===== config.mk =====
export PLATFORM = sky130hd
export DESIGN_NAME = a_fall_monitor
export DESIGN_NICKNAME = d
export VERILOG_FILES = /design/src/rtl/a_fall_monitor.sv
export SDC_FILE = /design/constraint.sdc
export NUM_CORES = 1
export LEC_CHECK = 0
export CAP_MARGIN = 20
export CORE_MARGIN = 2
export CORE_UTILIZATION = 50
export CTS_BUF_LIST = sky130_fd_sc_hd__clkbuf_16
export DETAILED_ROUTE_END_ITERATION = 8
export HOLD_SLACK_MARGIN = 0.05
export PLACE_DENSITY = 0.77
export SLEW_MARGIN = 10
export SYNTH_ARGS = -nofsm -noshare
export SYNTH_HDL_FRONTEND = slang
export SYNTH_SLANG_ARGS = --single-unit
export TNS_END_PERCENT = 10

===== constraint.sdc =====
create_clock -name clk -period 2.1 [get_ports clk]
set_input_delay 0.42 -clock clk [delete_from_list [all_inputs] [get_ports clk]]
set_output_delay 0.42 -clock clk [all_outputs]
set_load 0.05 [all_outputs]

===== src/rtl/a_fall_monitor.sv =====
// ============================================================================
// Module   : a_fall_monitor
// Brief    : Synchronizes level A, rejects short low glitches and reports
//            qualified falls (pulse, saturating counters, sticky irq).
//            Optional macro A_FALL_TIMESTAMP_EN adds a cycle-stamped last fall.
// Revision : 1.0 - initial release
// ============================================================================
`default_nettype none

module a_fall_monitor #(
  parameter int SYNC_STAGES = 2,
  parameter int MIN_LOW     = 3,
  parameter int CNT_W       = 8
) (
  input  logic             clk,
  input  logic             rst,
  input  logic             en,
  input  logic             a_in,
  input  logic             clr,
  input  logic             irq_ack,
  output logic             fall_pulse,
  output logic [CNT_W-1:0] fall_cnt,
  output logic [CNT_W-1:0] glitch_cnt,
  output logic             irq,
`ifdef A_FALL_TIMESTAMP_EN
  output logic [31:0]      last_fall_ts,
`endif
  output logic             a_sync
);

  localparam int         c_QW      = $clog2(MIN_LOW + 1);
  localparam [CNT_W-1:0] c_CNT_MAX = {CNT_W{1'b1}};

  typedef enum logic [1:0] {
    ARM  = 2'd0,
    HIGH = 2'd1,
    QUAL = 2'd2,
    LOW  = 2'd3
  } state_t;

  state_t                 r_state;
  logic [c_QW-1:0]        r_qcnt;
  logic [SYNC_STAGES-1:0] r_sync;
  logic                   r_fall_pulse;
  logic [CNT_W-1:0]       r_fall_cnt;
  logic [CNT_W-1:0]       r_glitch_cnt;
  logic                   r_irq;
  logic                   w_a_sync;
  logic                   w_qualify;
  logic                   w_glitch;

  assign w_a_sync = r_sync[SYNC_STAGES-1];

  always_ff @(posedge clk or posedge rst) begin
    if (rst) begin
      r_sync <= '0;
    end else begin
      r_sync <= {r_sync[SYNC_STAGES-2:0], a_in};
    end
  end

  // Qualify/glitch events are decoded from the current state so the pulse,
  // counters and irq all update on the same edge as the state transition.
  always_comb begin
    w_qualify = 1'b0;
    w_glitch  = 1'b0;
    if (en) begin
      case (r_state)
        HIGH: w_qualify = !w_a_sync && (MIN_LOW == 1);
        QUAL: begin
          w_qualify = !w_a_sync && (r_qcnt == c_QW'(MIN_LOW - 1));
          w_glitch  = w_a_sync;
        end
        default: ;
      endcase
    end
  end

  always_ff @(posedge clk or posedge rst) begin
    if (rst) begin
      r_state      <= ARM;
      r_qcnt       <= '0;
      r_fall_pulse <= 1'b0;
      r_fall_cnt   <= '0;
      r_glitch_cnt <= '0;
      r_irq        <= 1'b0;
    end else begin
      r_fall_pulse <= w_qualify;

      if (!en) begin
        r_state <= ARM;
        r_qcnt  <= '0;
      end else begin
        case (r_state)
          ARM: if (w_a_sync) r_state <= HIGH;
          HIGH: begin
            if (!w_a_sync) begin
              if (MIN_LOW == 1) begin
                r_state <= LOW;
              end else begin
                r_state <= QUAL;
                r_qcnt  <= c_QW'(1);
              end
            end
          end
          QUAL: begin
            if (w_a_sync) begin
              r_state <= HIGH;
              r_qcnt  <= '0;
            end else if (w_qualify) begin
              r_state <= LOW;
              r_qcnt  <= '0;
            end else begin
              r_qcnt <= r_qcnt + c_QW'(1);
            end
          end
          LOW: if (w_a_sync) r_state <= HIGH;
          default: r_state <= ARM;
        endcase
      end

      // clr dominates any coincident event; a fresh qualify dominates irq_ack.
      if (clr) begin
        r_fall_cnt   <= '0;
        r_glitch_cnt <= '0;
        r_irq        <= 1'b0;
      end else begin
        if (w_qualify && (r_fall_cnt != c_CNT_MAX)) r_fall_cnt <= r_fall_cnt + 1'b1;
        if (w_glitch && (r_glitch_cnt != c_CNT_MAX)) r_glitch_cnt <= r_glitch_cnt + 1'b1;
        if (w_qualify) begin
          r_irq <= 1'b1;
        end else if (irq_ack) begin
          r_irq <= 1'b0;
        end
      end
    end
  end

`ifdef A_FALL_TIMESTAMP_EN
  logic [31:0] r_cyc;
  logic [31:0] r_last_ts;

  always_ff @(posedge clk or posedge rst) begin
    if (rst) begin
      r_cyc     <= '0;
      r_last_ts <= '0;
    end else begin
      r_cyc <= r_cyc + 32'd1;
      if (w_qualify) r_last_ts <= r_cyc;
    end
  end

  assign last_fall_ts = r_last_ts;
`endif

  assign fall_pulse = r_fall_pulse;
  assign fall_cnt   = r_fall_cnt;
  assign glitch_cnt = r_glitch_cnt;
  assign irq        = r_irq;
  assign a_sync     = w_a_sync;

endmodule

`default_nettype wire

# Word level (Yosys, flattened, before mapping)

Index checks and enable logic that the tools add are counted.

Logic and storage cells: 53
Output and inout port bits: 19
Register bits: 24
Input bits: 6

Eq/ne operators: 10
Add/subtract/negate cells: 3
Reduce and logical (&&, ||, !) cells: 11
Multiplexer cells: 22

Operator list:

| operator              | number |
|---|---|
| $mux W8               | 4 |
| $mux W2               | 9 |
| $add A8 B1 Y8 const B | 2 |
| $ne A8 B8 Y1 const B  | 2 |
| $mux W1               | 7 |
| $eq A2 B2 Y1 const B  | 3 |
| $pmux W2 S3           | 1 |
| $ne A4 B4 Y1 const B  | 1 |
| $pmux W2 S2           | 1 |
| $reduce_bool A2 Y1    | 2 |
| $logic_and A1 B1 Y1   | 3 |
| $ne A3 B1 Y1 const B  | 1 |
| $ne A3 B2 Y1 const B  | 1 |
| $ne A3 B3 Y1 const B  | 1 |
| $reduce_and A3 Y1     | 1 |
| $reduce_bool A3 Y1    | 1 |
| $add A2 B1 Y2 const B | 1 |
| $eq A2 B1 Y1 const B  | 1 |
| $logic_not A2 Y1      | 1 |
| $reduce_and A2 Y1     | 1 |
| $reduce_or A2 Y1      | 1 |
| $logic_not A1 Y1      | 1 |

# Longest topological paths before layout

Depth in word-level cells: 8
Gate-level depth with buffers: 8
Mapped depth without buffers: 6

# Worst setup path after synthesis

OpenSTA, ideal clock, no wires.

Path kind: register to register
Start: register r_sync[1]
End: register r_fall_cnt[5] (netlist: fall_cnt[5])
Library setup time: 0.077 ns
Buffers on the path: 2
Arrival: 1.646 ns
Data required time: 2.023 ns
Clock period less this slack: 1.723 ns
Path slack: 0.377 ns
Cell stages (with the launch flop): 7
Cells stage by stage: dfrtp_1 -> buf_6 -> and4b_1 -> buf_6 -> nand3_2 -> or3_1 -> a21oi_1

Longest elaborated chain between the ends: 6

Ends and longest elaborated chain:

| item                         | line | RTL |
|---|---|---|
| from (decl)                  | 43   | `logic [SYNC_STAGES-1:0] r_sync;` |
| from (signal assigned)       | 58   | `r_sync <= {r_sync[SYNC_STAGES-2:0], a_in};` |
| $logic_not A1 Y1             | --   |  |
| $logic_and A1 B1 Y1          | 71   | `w_qualify = !w_a_sync && (r_qcnt == c_QW'(MIN_LOW - 1));` |
| $mux W1                      | 68   | `case (r_state)` |
| $mux W1                      | 67   | `if (en) begin` |
| net w_qualify                | 49   | `logic w_qualify;` |
| $logic_and A1 B1 Y1          | 128  | `if (w_qualify && (r_fall_cnt != c_CNT_MAX)) r_fall_cnt <= r_fall_cnt + 1'b1;` |
| $reduce_bool A2 Y1 (no line) | --   |  |
| to (signal assigned)         | 128  |  |
| to (decl)                    | 45   | `logic [CNT_W-1:0] r_fall_cnt;` |

The timed path passes the listed nets, and every way through them passes these cells.
A chain may end at the register's enable or synchronous reset.

# Worst setup path after layout

Start: register r_glitch_cnt[2] (netlist: glitch_cnt[2])
End: output port glitch_cnt[2]

RTL lines:

| item                   | line | RTL |
|---|---|---|
| from (decl)            | 46   | `logic [CNT_W-1:0] r_glitch_cnt;` |
| from (signal assigned) | 129  | `if (w_glitch && (r_glitch_cnt != c_CNT_MAX)) r_glitch_cnt <= r_glitch_cnt + 1'b1;` |
| to (decl)              | 23   | `output logic [CNT_W-1:0] glitch_cnt,` |

No word-level cell between the ends.

==> Implementation_results.wiki <==
{| class="wikitable"
! Metric !! Value
|-
| Hold crit path type || flop to flop
|-
| Critical Path RT || about 1700 ps
|-
| Switching power of the nets || between 0.3 and 0.4 mW
|-
| Commonest cells after routing, fill and taps aside || sky130_fd_sc_hd__dfrtp_1 (24), sky130_fd_sc_hd__clkdlybuf4s50_1 (23), sky130_fd_sc_hd__nor2_1 (16)
|-
| Sequential element share of the synthesized area || 0.4629
|-
| Post-CTS Hold Fix Bufs || 0
|-
| Sw Ratio || 0.2752
|-
| Post-cts resize count || 0
|-
| Antenna violations before repair || 0
|-
| Delay-heaviest family, CP || buffers and inverters
|-
| Count of routing violations after the opening detailed-route iteration || 31
|-
| Fin Hold WS || 354.6 ps
|-
| Highest routed metal layer || met4
|-
| Largest net degree at the start of global routing || 25
|-
| Worst Hold Path Cells || 0
|-
| Share of the core filled with cells || 0.6566
|-
| Syn nets || approximately 140
|-
| Number of buffers inserted during clock tree synthesis || 3
|-
| Die outline height || 54.94 um
|-
| R2R setup slack || roughly 280 ps
|-
| Post-Syn Instances || 132
|-
| Internal power || around 0.85 mW
|-
| Final Hold Violating Endpoints || 0
|-
| Placeable Area || around 0.0025 mm2
|-
| Flip-flop and latch count after synthesis || 24
|-
| Power share of the clock group || 0.352
|-
| Met2 WL post-DR || roughly 1400 um
|-
| Transition time at the pin with the least slew margin || between 600 and 700 ps
|-
| Initial standard-cell utilization of the core || 0.5237
|-
| Post-Route Skew || between 1.5 and 2 ps
|-
| Average cell area after synthesis || slightly below 10 um2
|-
| DR pass1 iterations || 4
|-
| Detailed-route wire length per cell || about 14 um
|-
| Row cnt || 18
|-
| Number of vias after detailed routing || around 1100
|-
| Die span in x || 54.94 um
|-
| Sequential share of power || 0.436
|-
| Synth Warn # || 0
|-
| Worst slew margin relative to its limit || 0.5621
|-
| Final Critical Period || approximately 2000 ps
|-
| Critical Path, Cell by Cell || clkdlybuf4s50_1
|-
| Delay of the slowest cell on the worst path || approximately 840 ps
|-
| Hold EP || r_sync[1]
|-
| Max VDD drop || around 0.7 mV
|-
| WL final || about 2700 um
|-
| CTS tree || yes
|-
| Asr flop ratio synth || 1.000
|-
| Share of the clock period used by the worst path || 0.9371
|-
| Run status || finished, final reports clean
|-
| Crit-path slowest cell || sky130_fd_sc_hd__clkdlybuf4s50_1
|-
| Final setup fails || 0
|-
| Overall fraction of global-route tracks in use || 0.2185
|-
| Area enclosed by the die boundary || ~0.0030 mm2
|-
| Fraction of layout cells with a size suffix above 1 || 0.07595
|-
| Worst hold start || r_sync[0]
|-
| Global-route wire length before repair || roughly 4700 um
|-
| Number of unique standard cell types used by synthesis || 38
|-
| Setup repair bufs after CTS || 0
|-
| H-tree levels || 1
|-
| Remaining global-route overflow || 0
|-
| Startpoint of the most critical register-to-register path || r_state[0]
|-
| Count of flip-flops with a built-in enable after synthesis || 0
|-
| Insertion delay to the later sink of the worst-skew pair || between 200 and 300 ps
|-
| Number of nets with antenna violations after detailed routing || 0
|-
| Comb pwr share || 0.212
|-
| Highest net fanout along the worst path || 6
|-
| Clk slew on worst S/H paths || approximately 60 ps
|-
| DRC violations left || 0
|-
| Buffer and inverter count on the worst path || 1
|-
| Synthesized area || roughly 0.0013 mm2
|-
| Accumulated negative setup slack || 0 ps
|-
| Most common cell after layout, fill and taps aside || sky130_fd_sc_hd__dfrtp_1
|-
| P_leak || a little over 0.7 nW
|-
| RSZ-0062 raised after global routing || no
|-
| Highest clock rate || around 510 MHz
|-
| Post-placement cell count || 184
|-
| Clock tree sinks || 24
|-
| CTS Root Buffer Type || sky130_fd_sc_hd__clkbuf_16
|-
| Endpoint type of the worst setup path || primary output
|-
| Number of global-route vias before repair || 1050
|-
| Global placement routability congestion || approximately 0.75
|-
| Worst r2r dst || fall_cnt[5]
|-
| Depth of the worst register-to-register path || 6
|-
| Synthesis-to-finish area growth || 25.36%
|-
| Post-route design area || 0.001627 mm2
|-
| Number of violations of the max-capacitance limit || 0
|-
| Max-slew violation count || 0
|-
| Most common flop cell mapped by yosys || sky130_fd_sc_hd__dfrtp_1
|-
| Nature of the critical path startpoint || flop
|-
| DR WL met3 || roughly 140 um
|-
| Average vias per placed instance || ~5.7
|-
| WP data arrival || between 1500 and 2000 ps
|-
| Post-Route M1 WL || around 1100 um
|-
| Ant. Diodes || 0
|-
| Boundary pin count || 25
|-
| Clock Path Buffers || 2
|-
| Post-DP HPWL || 1983 um
|-
| Type of the worst setup path || flop to primary output
|-
| Final nets || 171
|-
| Post-place instance area || roughly 0.0015 mm2
|-
| Port bufs || 24
|-
| Ratio of total power to cell area || 723.6 mW/mm2
|-
| Count of placed standard cells in the final layout, fillers left out || around 190
|}
==> cell usage after synthesis, drive strengths merged, types with 2 or more instances <==
| master | n | share of area |
|---|---|---|
| dfrtp | 24 | 0.46 |
| nor2 | 16 | 0.046 |
| inv | 9 | 0.026 |
| nand3 | 8 | 0.035 |
| ha | 6 | 0.058 |
| nand2 | 6 | 0.017 |
| o21ai | 6 | 0.023 |
| a21oi | 5 | 0.019 |
| and3 | 5 | 0.025 |
| nor3 | 5 | 0.019 |
| a211oi | 4 | 0.023 |
| buf | 4 | 0.029 |
| mux2i | 4 | 0.031 |
| xor2 | 4 | 0.027 |
| nand4 | 3 | 0.014 |
| and2 | 2 | 0.0096 |
| and4 | 2 | 0.014 |
| and4b | 2 | 0.015 |
| clkbuf | 2 | 0.013 |
| xnor2 | 2 | 0.014 |
==> worst reg2reg max path, stage by stage, from the launching register on <==
cell and delay, ps:
sky130_fd_sc_hd__dfrtp_1 400, sky130_fd_sc_hd__inv_1 80, sky130_fd_sc_hd__ha_1 170, sky130_fd_sc_hd__and4b_1 430
sky130_fd_sc_hd__nand3_2 130, sky130_fd_sc_hd__or3_1 330, sky130_fd_sc_hd__a21oi_1 180
==> per-stage QoR <==
step / setup slack [ps] / total power, mW
detailed placement: 29.51 / 0.7699
finish: 132.0 / 1.177
floorplan: 376.8 / 0.7059
CTS: 134.6 / 1.180
global route: 83.90 / 1.251
global placement: 136.4 / 0.7530
==> cell families (layout without fill, tap and decap cells) <==
| group | after synthesis | in the layout | synth area share |
|---|---|---|---|
| fa+ha+maj | 6 | 6 | 0.05786 |
| xor+xnor | 6 | 6 | 0.04050 |
| flops | 24 | 24 | 0.4629 |
| buf+inv | 15 | 41 | 0.06846 |
| compound gates | 24 | 24 | 0.1215 |
| simple gates | 53 | 53 | 0.2179 |
| mux | 4 | 4 | 0.03086 |
==> area by class of cell <==
type	count	area, um2
fill	218	850.8
multi-input combinational	93	608.1
sequential	24	600.6
timing repair buffer	28	267.8
clock buffer	3	75.07
tap	30	37.54
inverter	9	33.78
clock inverter	1	3.754
==> sequential cells by signal (all words and copies together), names as in the netlist <==
signal and flops:
fall_cnt 8, glitch_cnt 8, r_qcnt 2, r_state 2
r_sync 2, fall_pulse 1, irq 1
==> how the worst max path moves through the flow <==
stage             startpoint       endpoint  slack [ps]  cells past startpoint
2_1_floorplan      r_sync[1]    fall_cnt[5]         380                      6
3_3_place_gp              en    fall_cnt[5]         140                      5
3_5_place_dp              en    fall_cnt[5]          30                      5
4_1_cts          fall_cnt[4]    fall_cnt[4]         130                      1
5_1_grt          fall_cnt[4]    fall_cnt[4]          80                      1
6_report       glitch_cnt[2]  glitch_cnt[2]         130                      1
==> power by group through the flow <==
stage	clock, mW	combinational [mW]	sequential [mW]
2_1_floorplan	0	0.180	0.526
3_3_place_gp	0	0.235	0.518
3_5_place_dp	0	0.250	0.520
4_1_cts	0.414	0.252	0.513
5_1_grt	0.437	0.295	0.519
6_report	0.414	0.250	0.513
==> metal layers <==
layer	track usage	vias to the layer above
li1	-	523
met1	0.2671	519
met2	0.3869	34
met3	0.06183	4
met4	0.04065	0
met5	0	-
(Power assumes the default switching activity.)
